$ cat src/rtl/tl45_muldiv.sv
// tl45_muldiv: multi-cycle multiply/divide unit for the TL45 execute stage.
// Ports: i_clk, i_reset (sync, active-high), i_flush; request side
//   i_valid/o_ready with i_op, i_a, i_b, i_tag; result side o_valid,
//   o_result, o_tag, o_div_by_zero, held while i_stall is high.
module tl45_muldiv #(
    parameter int XLEN       = 32,
    parameter int MUL_STAGES = 3,
    parameter int TAG_W      = 4
) (
    input  logic             i_clk,
    input  logic             i_reset,
    input  logic             i_flush,
    input  logic             i_valid,
    output logic             o_ready,
    input  logic [2:0]       i_op,
    input  logic [XLEN-1:0]  i_a,
    input  logic [XLEN-1:0]  i_b,
    input  logic [TAG_W-1:0] i_tag,
    input  logic             i_stall,
    output logic             o_valid,
    output logic [XLEN-1:0]  o_result,
    output logic [TAG_W-1:0] o_tag,
    output logic             o_div_by_zero
);

    typedef enum logic [2:0] {
        S_IDLE, S_MUL, S_DIV, S_FIX, S_DONE
    } state_t;

    localparam int CW = $clog2(XLEN + MUL_STAGES + 1);
    localparam logic [CW-1:0] MUL_CNT = CW'(MUL_STAGES - 1);
    localparam logic [CW-1:0] DIV_CNT = CW'(XLEN - 1);

    state_t state_q, state_d, first_st;

    logic accept;
    logic op_mul, op_div, op_sgn, b_zero;
    logic [XLEN-1:0] a_mag, b_mag;
    logic [2*XLEN-1:0] mul_a, mul_b, mul_p;
    logic [2*XLEN-1:0] pipe_q [MUL_STAGES];
    logic [2*XLEN-1:0] mul_top;
    logic [XLEN-1:0] mul_res;

    logic [2:0]       op_q;
    logic [TAG_W-1:0] tag_q;
    logic [CW-1:0]    cnt_q;
    logic [XLEN-1:0]  a_q, dvs_q, quo_q, rem_q;
    logic             a_neg_q, b_neg_q, dz_q;

    logic [XLEN:0]    sh, dif;
    logic             ge;
    logic [XLEN-1:0]  rem_nx;

    logic [XLEN-1:0]  q_fix, r_fix, fix_res;
    logic             is_q;

    logic [XLEN-1:0]  res_q;
    logic             rdz_q;

    // Ready in DONE only when the held result is being consumed.
    assign o_ready = (state_q == S_IDLE) ||
                     (state_q == S_DONE && !i_stall);
    assign accept  = i_valid && o_ready && !i_flush;

    assign op_mul = (i_op <= 3'd2);
    assign op_div = (i_op >= 3'd3) && (i_op <= 3'd6);
    assign op_sgn = (i_op == 3'd3) || (i_op == 3'd5);
    assign b_zero = (i_b == '0);

    assign a_mag = (op_sgn && i_a[XLEN-1]) ? -i_a : i_a;
    assign b_mag = (op_sgn && i_b[XLEN-1]) ? -i_b : i_b;

    // Only MULH sign-extends; MUL low half is identical either way.
    assign mul_a = {{XLEN{(i_op == 3'd1) && i_a[XLEN-1]}}, i_a};
    assign mul_b = {{XLEN{(i_op == 3'd1) && i_b[XLEN-1]}}, i_b};
    assign mul_p = mul_a * mul_b;

    assign mul_top = pipe_q[MUL_STAGES-1];
    assign mul_res = (op_q == 3'd0) ? mul_top[XLEN-1:0]
                                    : mul_top[2*XLEN-1:XLEN];

    // Restoring step: shift next dividend bit into the partial remainder.
    assign sh     = {rem_q, quo_q[XLEN-1]};
    assign ge     = (sh >= {1'b0, dvs_q});
    assign dif    = sh - {1'b0, dvs_q};
    assign rem_nx = ge ? dif[XLEN-1:0] : sh[XLEN-1:0];

    assign is_q  = (op_q == 3'd3) || (op_q == 3'd4);
    assign q_fix = (op_q == 3'd3 && (a_neg_q ^ b_neg_q)) ? -quo_q : quo_q;
    assign r_fix = (op_q == 3'd5 && a_neg_q) ? -rem_q : rem_q;

    always_comb begin
        fix_res = is_q ? q_fix : r_fix;
        if (dz_q) begin
            fix_res = is_q ? '1 : a_q;
        end
    end

    // Divide-by-zero passes through FIX only to pick its fixed result.
    always_comb begin
        first_st = S_DONE;
        unique case (1'b1)
            op_mul:            first_st = S_MUL;
            op_div && b_zero:  first_st = S_FIX;
            op_div && !b_zero: first_st = S_DIV;
            default:           first_st = S_DONE;
        endcase
    end

    always_comb begin
        state_d = state_q;
        unique case (state_q)
            S_IDLE: if (accept) state_d = first_st;
            S_MUL:  if (cnt_q == '0) state_d = S_DONE;
            S_DIV:  if (cnt_q == '0) state_d = S_FIX;
            S_FIX:  state_d = S_DONE;
            S_DONE: if (!i_stall) state_d = accept ? first_st : S_IDLE;
            default: state_d = S_IDLE;
        endcase
        if (i_flush) begin
            state_d = S_IDLE;
        end
    end

    always_ff @(posedge i_clk) begin
        if (i_reset) begin
            state_q <= S_IDLE;
        end else begin
            state_q <= state_d;
        end
    end

    always_ff @(posedge i_clk) begin
        if (i_reset) begin
            for (int i = 0; i < MUL_STAGES; i++) begin
                pipe_q[i] <= '0;
            end
            op_q    <= '0;
            tag_q   <= '0;
            cnt_q   <= '0;
            a_q     <= '0;
            dvs_q   <= '0;
            quo_q   <= '0;
            rem_q   <= '0;
            a_neg_q <= 1'b0;
            b_neg_q <= 1'b0;
            dz_q    <= 1'b0;
            res_q   <= '0;
            rdz_q   <= 1'b0;
        end else begin
            pipe_q[0] <= mul_p;
            for (int i = 1; i < MUL_STAGES; i++) begin
                pipe_q[i] <= pipe_q[i-1];
            end
            if (state_q == S_MUL || state_q == S_DIV) begin
                cnt_q <= cnt_q - 1'b1;
            end
            if (state_q == S_DIV) begin
                rem_q <= rem_nx;
                quo_q <= {quo_q[XLEN-2:0], ge};
            end
            if (state_q == S_MUL && cnt_q == '0) begin
                res_q <= mul_res;
                rdz_q <= 1'b0;
            end
            if (state_q == S_FIX) begin
                res_q <= fix_res;
                rdz_q <= dz_q;
            end
            if (accept) begin
                op_q    <= i_op;
                tag_q   <= i_tag;
                cnt_q   <= op_mul ? MUL_CNT : DIV_CNT;
                a_q     <= i_a;
                dvs_q   <= b_mag;
                quo_q   <= a_mag;
                rem_q   <= '0;
                a_neg_q <= op_sgn && i_a[XLEN-1];
                b_neg_q <= op_sgn && i_b[XLEN-1];
                dz_q    <= op_div && b_zero;
                if (i_op == 3'd7) begin
                    res_q <= '0;
                    rdz_q <= 1'b0;
                end
            end
        end
    end

    assign o_valid       = (state_q == S_DONE);
    assign o_result      = o_valid ? res_q : '0;
    assign o_tag         = o_valid ? tag_q : '0;
    assign o_div_by_zero = o_valid && rdz_q;

endmodule

$ cat config.mk
export PLATFORM = sky130hd
export DESIGN_NAME = tl45_muldiv
export DESIGN_NICKNAME = d
export VERILOG_FILES = /design/src/rtl/tl45_muldiv.sv
export SDC_FILE = /design/constraint.sdc
export NUM_CORES = 2
export LEC_CHECK = 0
export ABC_AREA = 1
export BUFFER_PORTS_ARGS = -buffer_cell sky130_fd_sc_hd__buf_2
export CAP_MARGIN = 0
export CORE_ASPECT_RATIO = 1.75
export CORE_MARGIN = 3
export CORE_UTILIZATION = 50
export CTS_CLUSTER_DIAMETER = 120
export DETAILED_ROUTE_END_ITERATION = 16
export PLACE_DENSITY = 0.66
export REMOVE_ABC_BUFFERS = 1
export SLEW_MARGIN = 10
export SYNTH_ARGS = -nofsm -noshare
export SYNTH_HDL_FRONTEND = slang
export SYNTH_SLANG_ARGS = --single-unit
export TNS_END_PERCENT = 30
$ cat constraint.sdc
create_clock -name i_clk -period 11.4 [get_ports i_clk]
set_clock_uncertainty 0.2 [all_clocks]
set_input_delay 0.57 -clock i_clk [delete_from_list [all_inputs] [get_ports i_clk]]
set_output_delay 0.57 -clock i_clk [all_outputs]
set_load 0.05 [all_outputs]
### Yosys cells after proc, flatten, opt, wreduce, memory -nomap -nowiden

Memories as Yosys holds them, arrays and structs flattened.
Cells that the tools add are included.

| storage, ports and cells | value |
|---|---|
| word-level logic and storage cells | 111 |
| bits of input ports | 76 |
| flip-flop bits (word level) | 180 |
| RAM bits | 192 |
| memories | 1 |

Memory list:

| name | depth | width | rd ports | clocked after Yosys merged registers in | wr ports | line | text |
|---|---|---|---|---|---|---|---|
| pipe_q | 3 | 64 | 3 | 0 | 3 | 40 | `logic [2*XLEN-1:0] pipe_q [MUL_STAGES];` |

| operators by class | value |
|---|---|
| $mul | 1 |
| equality and inequality tests | 15 |
| order comparisons | 4 |
| reduce and logical (&&, ||, !) cells | 30 |
| add/sub/neg operators | 6 |
| muxes and demuxes | 37 |
| bitwise gates (word level) | 4 |

Operators with widths:

| kind | count |
|---|---|
| two-way mux 32 bit | 16 |
| two-way mux 64 bit | 3 |
| negator 32 bit | 4 |
| multiplier 33 x 33 -> 64 bit | 1 |
| >= comparator 33 x 32 -> 1 bit | 1 |
| logical NOT 32 bit | 1 |
| subtractor 32 bit | 1 |
| == test 3 bit, second input constant | 5 |
| two-way mux 3 bit | 5 |
| case mux 3 bit (5 select lines) | 1 |
| logical AND 1 bit | 14 |
| == test 3 x 2 -> 1 bit, second input constant | 4 |
| two-way mux 6 bit | 2 |
| case mux 3 bit (3 select lines) | 1 |
| two-way mux 1 bit | 7 |
| == test 3 x 1 -> 1 bit, second input constant | 2 |
| logical NOT 3 bit | 2 |
| logical NOT 6 bit | 1 |
| subtractor 6 x 1 -> 6 bit, second input constant | 1 |
| two-way mux 5 bit | 1 |
| logical OR 1 bit | 4 |
| two-way mux 4 bit | 1 |
| != test 2 x 1 -> 1 bit, second input constant | 2 |
| != test 2 bit, second input constant | 2 |
| 9 further kinds | 15 |

### Longest topological paths before layout

| logic depth | value |
|---|---|
| depth after elaboration | 8 |
| mapped depth | 34 |

### Worst setup path before layout

Ideal clock, no wire load.

| timing path | value |
|---|---|
| kind | input to register |
| start | input port i_op[1] |
| end | memory pipe_q[0][62] (netlist name) |
| setup time | 0.115 ns |
| required time | 11.085 ns |
| arrival time | 7.584 ns |
| setup slack | 3.501 ns |
| stages on the path | 29 |
| path buffers | 2 |
| cells stage by stage | inv_1 nand3_1 clkbuf_1 clkbuf_1 nor2_1 fa_1 inv_1 fa_1 inv_1 fa_1 inv_1 fa_1 fa_1 fa_1 inv_1 fa_1 inv_1 fa_1 inv_1 ha_1 inv_1 nor3_1 inv_1 nor2_1 nand2_1 nor3_1 nand2_1 a21oi_1 nor2_1 |

RTL lines:

| what | line | text |
|---|---|---|
| from (decl) | 15 | `input logic [2:0] i_op,` |
| to (decl) | 40 |  |

==> summary.md <==
| Metric | Value |
|---|---|
| EDFF count, synth | `0` |
| Period Utilization, post-route | `slightly below 80%` |
| CP required | `11680 ps` |
| Mux share of post-synthesis cell area | `less than 1%` |
| Worst-path clk slew | `around 80 ps` |
| Worst min-delay path category | `primary input to register` |
| Final Hold Fails | `0` |
| Max Transition Viols Final | `0` |
| Initial antenna violation count | `8` |
| GR Util All Layers | `36.0%` |
| Residual DRC count | `0` |
| Kind of critical path | `primary input to register` |
| Core footprint | `between 0.1 and 0.15 mm2` |
| Top cells by count, synth | `2034 x inv_1, 1894 x nand2_1, 1126 x fa_1` |
| Maxcap violations | `0` |
| Post-synth top flop | `dfxtp_1` |
| Nets | `9320` |
| Synthesized area | `0.0594 mm2` |
| Synth unique cells | `56` |
| Largest net degree at the start of global routing | `80` |
| Setup crit end kind | `register` |
| Starting density of the core | `between 50% and 60%` |
| Yosys reg bits | `approximately 370` |
| Relative slew slack | `about 18%` |
| Clock tree buffer depth | `3` |
| Max Fclk | `~110 MHz` |
| CP startpoint kind | `primary input` |
| Layout cells sized above 1 | `between 4 and 5%` |
| Post-DP HPWL | `between 150000 and 200000 um` |
| DR vias | `between 50000 and 60000` |
| DRT met1 WL | `between 60000 and 70000 um` |
| Simple-Gate Fraction of Synth Area | `between 20 and 25%` |
| Insertion delay to the later sink of the worst-skew pair | `570 ps` |
| Largest family of logic cells by synthesized area | `adder cells` |
| IO Pins | `between 100 and 150` |
| CTS resizes | `0` |
| Post-synthesis adder-cell area fraction | `43.2%` |
| Setup tns final | `0 ps` |
| Via-per-instance ratio | `5.48` |
| P&R area growth vs syn | `4.71%` |
| Worst EP arrival | `around 9000 ps` |
| Placement Cell Area | `0.0610 mm2` |
| Post-route cell area | `around 0.062 mm2` |
| DIE AREA | `0.123 mm2` |
| RePlAce Congestion | `between 1 and 1.5` |
| CTS root buf | `clkbuf_16` |
| Die width | `approximately 270 um` |
| Status | `finished, final reports clean` |
| Vias in the first global route | `55442` |
| CTS tree | `built` |
| Mapped Cells | `approximately 8000` |
| Fin util | `53.0%` |
| Hold-fix buffers, CTS | `0` |
| Post-Route WL | `217000 um` |
| Synth area leaders | `fa_1 38%, inv_1 13%, dfxtp_1 13%, nand2_1 12%, ha_1 5.3%` |
| FP Rows | `about 170` |
| H-tree Lvls | `2` |
| Met3 wire len | `about 12000 um` |
| Avg Cell Area, Syn | `7.41 um2` |
| Post-DR wirelength/cell | `~23 um` |
| First-pass GRT wire length | `327000 um` |
| Met2 WL post-DR | `about 110000 um` |
| Crit path time final | `about 9000 ps` |
| CP Max Fanout | `25` |
| Sink Count | `about 370` |
| Largest area contributor in the synthesized netlist | `fa_1` |
| GRT Residual Overflow | `0` |
| Seq/Total Area, Yosys | `12.5%` |
| DR iter-0 viols | `~3700` |
| Compound-Gate Fraction of Synth Area | `under 10%` |
| Worst Tran Pin Value | `roughly 1200 ps` |
| Synthesis Warnings | `0` |
| Ys async rst share | `0%` |
| DRT Pass-1 Iters | `9` |
| Cts bufs inserted | `36` |
| Port buffer count | `114` |
| Final setup viols | `0` |
| Post-synthesis xor/xnor area fraction | `less than 1%` |
| Max Used Layer | `met5` |
| Top-area cell type share of the netlist area | `37.9%` |
| Unrepaired setup endpoints after global routing | `false` |
| Post-route ant nets | `0` |
| DIE HEIGHT | `about 460 um` |
| Filler cells | `between 10000 and 15000` |
| Post-CTS setup buffers | `0` |
| Top-count cell post-synth | `inv_1` |
==> worst paths after layout <==
| check | start | end | slack (ps) | depth (start not counted) |
|---|---|---|---|---|
| setup / recovery | i_op[2] | pipe_q[0][51]$_SDFF_PP0_ | 2410 | 26 |
| setup reg to reg | a_neg_q$_SDFFE_PP0P_ | res_q[23]$_SDFF_PP0_ | 7400 | 6 |
| hold reg to reg | pipe_q[0][114]$_SDFF_PP0_ | pipe_q[0][178]$_SDFF_PP0_ | 190 | 2 |
| hold / removal | i_tag[1] | tag_q[1]$_SDFFE_PP0P_ | 20 | 3 |
==> sequential cells by signal, summed over array words and instances (netlist names), 3 cells and up <==
register and flops:
pipe_q 192, op_q 3, state_q 3, a_q 32
rem_q 32, res_q 32, cnt_q 6, quo_q 32
dvs_q 32, tag_q 4
==> critical path, stage by stage <==
cell	delay [ps]
buf_2	110
inv_1	110
nand3_2	350
buf_4	450
nor2_1	250
fa_1	450
inv_1	280
fa_1	530
inv_1	210
fa_1	490
fa_1	640
inv_1	550
fa_1	560
fa_1	560
fa_1	430
fa_1	490
inv_1	40
ha_1	420
nand2_1	150
nor2_1	160
inv_1	90
nor3_1	530
nand3_1	260
nand3_1	200
o21ai_0	90
a21oi_1	260
==> stage by stage <==
step	setup slack (ps)	instances	hold slack, ps
after floorplan	3470	7625	188
after global placement	1770	9342	191
after detailed placement	1710	9342	192
after CTS	2290	9408	9.22
after global routing	1900	9409	20.3
final	2410	9415	18.0
==> cell families after synthesis <==
logic type / Yosys count
xor gates and xnor gates: 51
adders and majority gates: 1376
muxes: 29
and+or+nand+nor: 3014
AOI/OAI and AO/OA: 737
DFF: 372
buffers and inverters: 2434
==> cells in the final DEF, fill, tap and decap left out, types with 9 or more instances in the layout <==
cell type / netlist / final
o21ai_0: 277 / 277
nor3_1: 55 / 55
xor2_1: 25 / 25
a211oi_1: 9 / 9
inv_1: 2034 / 2032
buf_4: 2 / 91
a21oi_1: 281 / 281
o21a_1: 22 / 22
dfxtp_1: 372 / 372
mux2_2: 29 / 29
o211ai_1: 13 / 13
nand3_1: 327 / 326
fa_1: 1126 / 1126
ha_1: 250 / 250
nand3b_1: 15 / 15
a31oi_1: 29 / 29
o21ai_1: 9 / 9
clkbuf_16: 0 / 36
nor2_1: 635 / 633
xnor2_1: 26 / 26
nand4_1: 37 / 37
o22ai_1: 22 / 22
o21bai_1: 18 / 18
inv_2: 10 / 12
buf_2: 45 / 113
nor4_1: 9 / 9
o31ai_1: 22 / 22
nand2_1: 1894 / 1893
==> layout make-up <==
type | count | area, um2 | area share (%)
clock buffers | 45 | 965 | 1.55
clock inverters | 21 | 221 | 0.356
inverters | 2046 | 7680 | 12.3
diodes | 7 | 17.5 | 0.0282
flip-flops and latches | 372 | 7450 | 12.0
well taps | 1512 | 1890 | 3.04
multi-input cells | 5207 | 42700 | 68.7
repair buffers | 205 | 1260 | 2.03
==> per-layer routing <==
layer | vias up | GRT usage (%)
li1 | 23127 | -
met1 | 25279 | 34.6
met2 | 2179 | 65.3
met3 | 990 | 5.00
met4 | 8 | 34.1
met5 | - | 0
Power is left out: the tool's default activity adds up to more than one toggle a clock period on the data nets, which glitch-free logic cannot reach.
